`config.mk`:
```
export PLATFORM = sky130hd
export DESIGN_NAME = alu_program_sequencer
export DESIGN_NICKNAME = d
export VERILOG_FILES = /design/src/rtl/alu_pkg.sv /design/src/rtl/alu_core.sv /design/src/rtl/alu_program_sequencer.sv
export SDC_FILE = /design/constraint.sdc
export NUM_CORES = 1
export LEC_CHECK = 0
export CORE_ASPECT_RATIO = 0.6
export CORE_MARGIN = 2
export CORE_UTILIZATION = 60
export CTS_CLUSTER_DIAMETER = 50
export CTS_CLUSTER_SIZE = 10
export DETAILED_ROUTE_END_ITERATION = 16
export PLACE_DENSITY = 0.81
export SYNTH_ARGS = -nofsm -noshare
export SYNTH_HDL_FRONTEND = slang
export SYNTH_HIERARCHICAL = 1
export SYNTH_SLANG_ARGS = --single-unit
```
`constraint.sdc`:
```
create_clock -name clk -period 4.19 [get_ports clk]
set_input_delay 0.838 -clock clk [delete_from_list [all_inputs] [get_ports clk]]
set_output_delay 0.838 -clock clk [all_outputs]
set_load 0.01 [all_outputs]
```
`src/rtl/alu_pkg.sv`:
```
// Shared types and default widths for the ALU and its program sequencer.
package alu_pkg;

  localparam int unsigned DefaultDataW = 4;
  localparam int unsigned DefaultOpW   = 4;

  typedef enum logic [3:0] {
    OpAdd  = 4'h0,
    OpSub  = 4'h1,
    OpAnd  = 4'h2,
    OpOr   = 4'h3,
    OpEq   = 4'h4,
    OpNot  = 4'h5,
    OpGt   = 4'h6,
    OpLt   = 4'h7,
    OpHalt = 4'hF
  } alu_op_t;

  typedef enum logic [1:0] {
    StIdle,
    StRun,
    StDone
  } seq_state_t;

endpackage

```
`src/rtl/alu_core.sv`:
```
// Purely combinational ALU: y = op(a, b), all results modulo 2^DATA_W.
module alu_core
  import alu_pkg::*;
#(
  parameter int unsigned DATA_W = DefaultDataW,
  parameter int unsigned OP_W   = DefaultOpW
) (
  input  logic [DATA_W-1:0] a,
  input  logic [DATA_W-1:0] b,
  input  logic [OP_W-1:0]   op,
  output logic [DATA_W-1:0] y
);

  // Opcode decode; compares yield all-ones for true, undefined opcodes yield 0.
  always_comb begin
    y = '0;
    case (op)
      OP_W'(OpAdd): y = a + b;
      OP_W'(OpSub): y = a - b;
      OP_W'(OpAnd): y = a & b;
      OP_W'(OpOr):  y = a | b;
      OP_W'(OpEq):  y = (a == b) ? '1 : '0;
      OP_W'(OpNot): y = ~a;
      OP_W'(OpGt):  y = (a > b) ? '1 : '0;
      OP_W'(OpLt):  y = (a < b) ? '1 : '0;
      default:      y = '0;
    endcase
  end

endmodule

```
`src/rtl/alu_program_sequencer.sv`:
```
// Micro-sequencer: host loads {op, imm} steps, then start runs them one per clock
// on an accumulator through alu_core, finishing in DONE with the result held.
module alu_program_sequencer
  import alu_pkg::*;
#(
  parameter int unsigned DEPTH  = 8,
  parameter int unsigned DATA_W = DefaultDataW,
  parameter int unsigned OP_W   = DefaultOpW
) (
  input  logic                     clk,
  input  logic                     rst_n,
  input  logic                     ena,
  input  logic                     clear,
  input  logic                     load_valid,
  input  logic [OP_W-1:0]          load_op,
  input  logic [DATA_W-1:0]        load_imm,
  input  logic                     start,
  input  logic [DATA_W-1:0]        acc_init,
  output logic [DATA_W-1:0]        acc_out,
  output logic                     busy,
  output logic                     done,
  output logic                     prog_full,
  output logic [$clog2(DEPTH)-1:0] pc
);

  localparam int unsigned PcW   = $clog2(DEPTH);
  localparam int unsigned StepW = OP_W + DATA_W;
  localparam logic [PcW:0] FullLen = (PcW + 1)'(DEPTH);
  localparam logic [PcW:0] OneLen  = (PcW + 1)'(1);

  seq_state_t        state_q, state_d;
  logic [StepW-1:0]  prog_q [DEPTH];
  logic [PcW:0]      len_q, len_d;
  logic [PcW-1:0]    pc_q, pc_d;
  logic [DATA_W-1:0] acc_q, acc_d;
  logic              wr_en;
  logic              full;
  logic              last_step;
  logic              is_halt;
  logic [OP_W-1:0]   cur_op;
  logic [DATA_W-1:0] cur_imm;
  logic [DATA_W-1:0] alu_y;

  assign {cur_op, cur_imm} = prog_q[pc_q];
  assign full      = (len_q == FullLen);
  assign last_step = ({1'b0, pc_q} == (len_q - OneLen));
  assign is_halt   = (cur_op == OP_W'(OpHalt));

  alu_core #(
    .DATA_W(DATA_W),
    .OP_W  (OP_W)
  ) u_alu (
    .a (acc_q),
    .b (cur_imm),
    .op(cur_op),
    .y (alu_y)
  );

  // State register; ena low freezes the FSM.
  always_ff @(posedge clk or negedge rst_n) begin
    if (!rst_n) begin
      state_q <= StIdle;
    end else if (ena) begin
      state_q <= state_d;
    end
  end

  // Next state: clear beats start; start/load are ignored while running.
  always_comb begin
    state_d = state_q;
    if (clear) begin
      state_d = StIdle;
    end else begin
      case (state_q)
        StIdle, StDone: begin
          if (start) state_d = (len_q == '0) ? StDone : StRun;
        end
        StRun: begin
          if (is_halt || last_step) state_d = StDone;
        end
        default: state_d = StIdle;
      endcase
    end
  end

  // FSM outputs decoded from the current state.
  always_comb begin
    busy = 1'b0;
    done = 1'b0;
    unique case (state_q)
      StRun:   busy = 1'b1;
      StDone:  done = 1'b1;
      default: ;
    endcase
  end

  // Datapath next state: accumulator, step index, program length and slot write.
  always_comb begin
    acc_d = acc_q;
    pc_d  = pc_q;
    len_d = len_q;
    wr_en = 1'b0;
    if (clear) begin
      // Accumulator is deliberately kept so the last result stays visible.
      len_d = '0;
      pc_d  = '0;
    end else begin
      case (state_q)
        StIdle, StDone: begin
          if (start) begin
            acc_d = acc_init;
            pc_d  = '0;
          end else if (load_valid && !full) begin
            wr_en = 1'b1;
            len_d = len_q + OneLen;
          end
        end
        StRun: begin
          // HALT leaves acc and pc untouched; pc also parks on the final step.
          if (!is_halt) begin
            acc_d = alu_y;
            if (!last_step) pc_d = pc_q + PcW'(1);
          end
        end
        default: ;
      endcase
    end
  end

  // Datapath registers and program store.
  always_ff @(posedge clk or negedge rst_n) begin
    if (!rst_n) begin
      acc_q <= '0;
      pc_q  <= '0;
      len_q <= '0;
      for (int i = 0; i < int'(DEPTH); i++) prog_q[i] <= '0;
    end else if (ena) begin
      acc_q <= acc_d;
      pc_q  <= pc_d;
      len_q <= len_d;
      if (wr_en) prog_q[len_q[PcW-1:0]] <= {load_op, load_imm};
    end
  end

  assign acc_out   = acc_q;
  assign pc        = pc_q;
  assign prog_full = full;

endmodule

```
==> results.txt <==
----------------------------------------------------
[Run status]
  Status ... complete, no violations

[Critical path]
  Worst Setup End Kind ... flip-flop
  Endpoint arrival time on the critical path ... around 3800 ps
  Critical register-to-register path startpoint ... pc[0]
  Required time of the worst setup path ... 4410 ps
  Startpoint type of the worst setup path ... flip-flop
  Number of cells on the worst reg-to-reg path ... 11
  Timing startpoint of the critical path ... pc[0]
  Maximum fanout along the worst path ... 12
  Class of the most critical setup path ... flip-flop to flip-flop

[STA]
  Fmax ... 0.279 GHz
  Setup repair after global routing missed its margin ... no
  Final Hold Fails ... 0
  Final TNS setup ... 0 ps
  Clock period minus final worst setup slack ... 3580 ps
  Ratio of final minimum period to clock period ... 85.4%
  Final worst setup slack ... 611 ps
  Final setup skew ... 5.25 ps
  Slew @ Worst Pin ... between 1000 and 1500 ps
  Final slew viol count ... 0
  # setup viols final ... 0
  Rel. slew slack ... 26.6%

[Yosys]
  EDFF count, synth ... 0
  Cell count after synthesis ... around 340
  Share of synthesized area spent on multiplexers ... between 20% and 30%
  Synthesis warning total ... 6
  Basic-gate share of the synthesized area counting and, or, nand and nor cells ... 8.18%
  Synth Flop Type ... sky130_fd_sc_hd__dfrtp_1
  Parity-gate share of the synthesized area counting xor and xnor cells ... 1.80%
  Post-synth design cell area ... between 4000 and 5000 sq um
  Proportion of synthesized flip-flops having asynchronous set or reset ... 100%
  Combinational family with the most area after synthesis ... multiplexers
  Average instance area after synthesis ... 12.7 sq um
  Register area share after synthesis ... 44.1%
  Number of distinct library cells after synthesis ... 55
  Synthesized Nets ... 379
  Fraction of the mapped netlist area in compound gates ... between 8 and 9%
  Synthesized-area fraction occupied by adder cells ... 5.21%
  Number of storage elements in the synthesis netlist ... 77

[Min path]
  HP Class ... flip-flop to flip-flop
  Launch point of the worst hold path ... prog_q[8]
  Cell depth of the worst hold path ... 1

[CTS]
  Clock buffers created by TritonCTS ... 9
  Clock Path Buffers ... 2
  CTS tree ... built
  Number of sinks on the clock net ... between 70 and 80
  Clk pin slew, worst setup/hold paths ... 60 ps
  Hold Buf Count CTS ... 0
  Number of H-tree levels ... 3
  Source-to-sink clock delay at the later pin of the worst-skew pair ... around 340 ps
  Post-cts gate resize count ... 0
  Post-CTS setup-driven buffer insertion count ... 0
  Cell chosen for the clock root ... sky130_fd_sc_hd__clkbuf_16

[Place]
  Count of buffers inserted at the top-level ports ... 27
  Gp weighted congestion ... between 0.9 and 1
  Cell total after placement ... 448
  Total half-perimeter wirelength after legalization and detailed placement ... 6530 um
  Worst-case setup slack after placement ... 596 ps

[Final layout]
  Final layout net count ... 403
  Area Overhead vs Synth ... 14.5%
  Number of fillers in the final layout ... just over 500
  Most used cells in the layout excluding fill and tap cells ... 77 x sky130_fd_sc_hd__dfrtp_1, 68 x sky130_fd_sc_hd__mux2_2, 26 x sky130_fd_sc_hd__clkdlybuf4s50_1
  Commonest non-fill, non-tap cell in the layout ... sky130_fd_sc_hd__dfrtp_1
  Number of inserted diodes ... 0
  Footprint of the multi-input gates ... roughly 2300 sq um
  Fin cells ... 464
  Register Area ... 1930 sq um
  Share of cells above drive strength 1 ... 28.7%

[Job]
  Count of max-cap constraint violations ... 0

[Power]
  Sw power ... 1.28 mW
  Power per cell area ... 685 nW/um^2
  Int Power ... 2.15 mW
  Fraction of power spent switching nets ... 37.4%
  Clock network fraction of design power ... 23.6%
  Leakage component of the power ... 2.35 nW
  Proportion of power drawn by combinational gates ... 44.0%
  Peak ir drop on the vdd network ... 319 uV
  Relative contribution of sequential cells to total power ... 32.4%

[GRT]
  GR Overflow Total ... 0
  Largest net degree at the start of global routing ... 78
  Via count of the first global-routing pass ... 2998
  First-pass GRT wire length ... around 16000 um
  Gr usage total ... 27.0%
  Initial antenna violation count ... 0

[Detailed routing]
  Number of iterations in the first detailed-routing pass ... 4
  Count of antenna-violating nets left after detailed routing ... 0
  Detailed-route vias per instance ... 6.24
  Via Count ... 2896
  Total wire length after detailed routing ... roughly 9600 um
  1st-iter DRT viols ... 266
  Drt drc ... 0
  Avg WL per Cell ... 20.6 um

[Floorplan]
  Core area ... just over 7000 sq um
  Standard-cell rows ... 24
  Initial Utilization ... 61.2%
  Die width ... 114 um
  Number of ports placed on the die boundary ... 28
  Area enclosed by the die boundary ... between 8000 and 9000 sq um
  Y dimension of the die ... 70.1 um

----------------------------------------------------
==> per-layer routing <==
layer  track usage, %  up-vias  wire [um]
li1                 -     1323          -
met1             39.2     1472       4650
met2             40.5       88       4340
met3             6.68       13        486
met4             8.54        0        101
met5                0        -          0
==> power groups by stage <==
stage	registers [mW]	clock network (mW)	logic (mW)
2_1_floorplan	1.03	0	1.16
3_3_place_gp	1.11	0	1.44
3_5_place_dp	1.12	0	1.48
4_1_cts	1.11	0.828	1.50
5_1_grt	1.14	0.861	1.67
6_report	1.11	0.809	1.51
==> cells in the mapped netlist, types with 3 or more instances <==
master	instances	share of area [%]
sky130_fd_sc_hd__o22ai_1	3	0.43
sky130_fd_sc_hd__mux2_2	68	18
sky130_fd_sc_hd__xor2_1	5	1.0
sky130_fd_sc_hd__ha_1	15	4.3
sky130_fd_sc_hd__buf_2	9	1.0
sky130_fd_sc_hd__nand2_1	9	0.77
sky130_fd_sc_hd__inv_1	24	2.1
sky130_fd_sc_hd__o31ai_1	7	1.2
sky130_fd_sc_hd__clkbuf_1	5	0.43
sky130_fd_sc_hd__mux4_1	7	4.2
sky130_fd_sc_hd__o21ai_1	3	0.34
sky130_fd_sc_hd__dfrtp_1	77	44
sky130_fd_sc_hd__or3_1	4	0.57
sky130_fd_sc_hd__nor2b_1	4	0.57
sky130_fd_sc_hd__nor3b_1	3	0.51
sky130_fd_sc_hd__mux2i_1	9	2.1
sky130_fd_sc_hd__a2bb2oi_1	4	0.80
sky130_fd_sc_hd__a21oi_1	7	0.80
sky130_fd_sc_hd__xnor2_1	4	0.80
sky130_fd_sc_hd__nor2_1	7	0.60
sky130_fd_sc_hd__nor3_1	3	0.34
sky130_fd_sc_hd__a211o_1	4	0.80
sky130_fd_sc_hd__nor4_1	5	0.72
sky130_fd_sc_hd__o21ai_0	5	0.57
sky130_fd_sc_hd__nand2b_1	8	1.1
sky130_fd_sc_hd__mux4_2	9	4.6
==> path summary, 6_finish.rpt <==
path	end	slack, ps
setup / recovery	acc_out[3]	610
hold / removal	prog_q[8]	500
setup reg to reg	acc_out[3]	610
hold reg to reg	prog_q[8]	500
max in group asynchronous	prog_q[61]	2930
min in group asynchronous	prog_q[8]	640
==> registers in the layout, summed over array words and instances, names as in the netlist <==
signal and flops:
prog_q 64, acc_out 4, len_q 4, pc 3
state_q 2
==> area by class of cell <==
class	count	area share, %
Sequential cell	77	38.5
Clock inverter	7	1.75
Clock buffer	9	4.50
Multi-Input combinational cell	224	45.2
Timing Repair Buffer	30	5.80
Tap cell	91	2.27
Inverter	26	1.95
==> worst max-delay path: stages, from the launching register on <==
cell and delay, ps:
sky130_fd_sc_hd__dfrtp_1 700, sky130_fd_sc_hd__buf_4 340, sky130_fd_sc_hd__mux4_1 570, sky130_fd_sc_hd__mux2i_1 260
sky130_fd_sc_hd__inv_1 260, sky130_fd_sc_hd__nor2b_1 230, sky130_fd_sc_hd__nand2b_1 150, sky130_fd_sc_hd__o22ai_1 90
sky130_fd_sc_hd__a21o_1 160, sky130_fd_sc_hd__a311o_1 330, sky130_fd_sc_hd__o31ai_1 270, sky130_fd_sc_hd__a2bb2oi_1 100
==> cell families after synthesis <==
kind of cell,after synthesis
XOR/XNOR,9
AO/OA/AOI/OAI,48
AND/OR/NAND/NOR,57
multiplexers,93
buffers and inverters,43
flip-flops,77
adder cells (fa/ha/maj),17
==> through the flow <==
step                      instance area [sq um]  hold WS, ps  power (mW)  util (%)
after floorplan                            4370          470        2.19         -
after global placement                     4690          481        2.55      65.7
after detailed placement                   4690          486        2.60      65.7
after CTS                                  5010          499        3.43      70.0
after global routing                       5010          514        3.67      70.0
final                                      5010          500        3.43      70.0
Note: power is estimated with default switching activity, not from simulation.
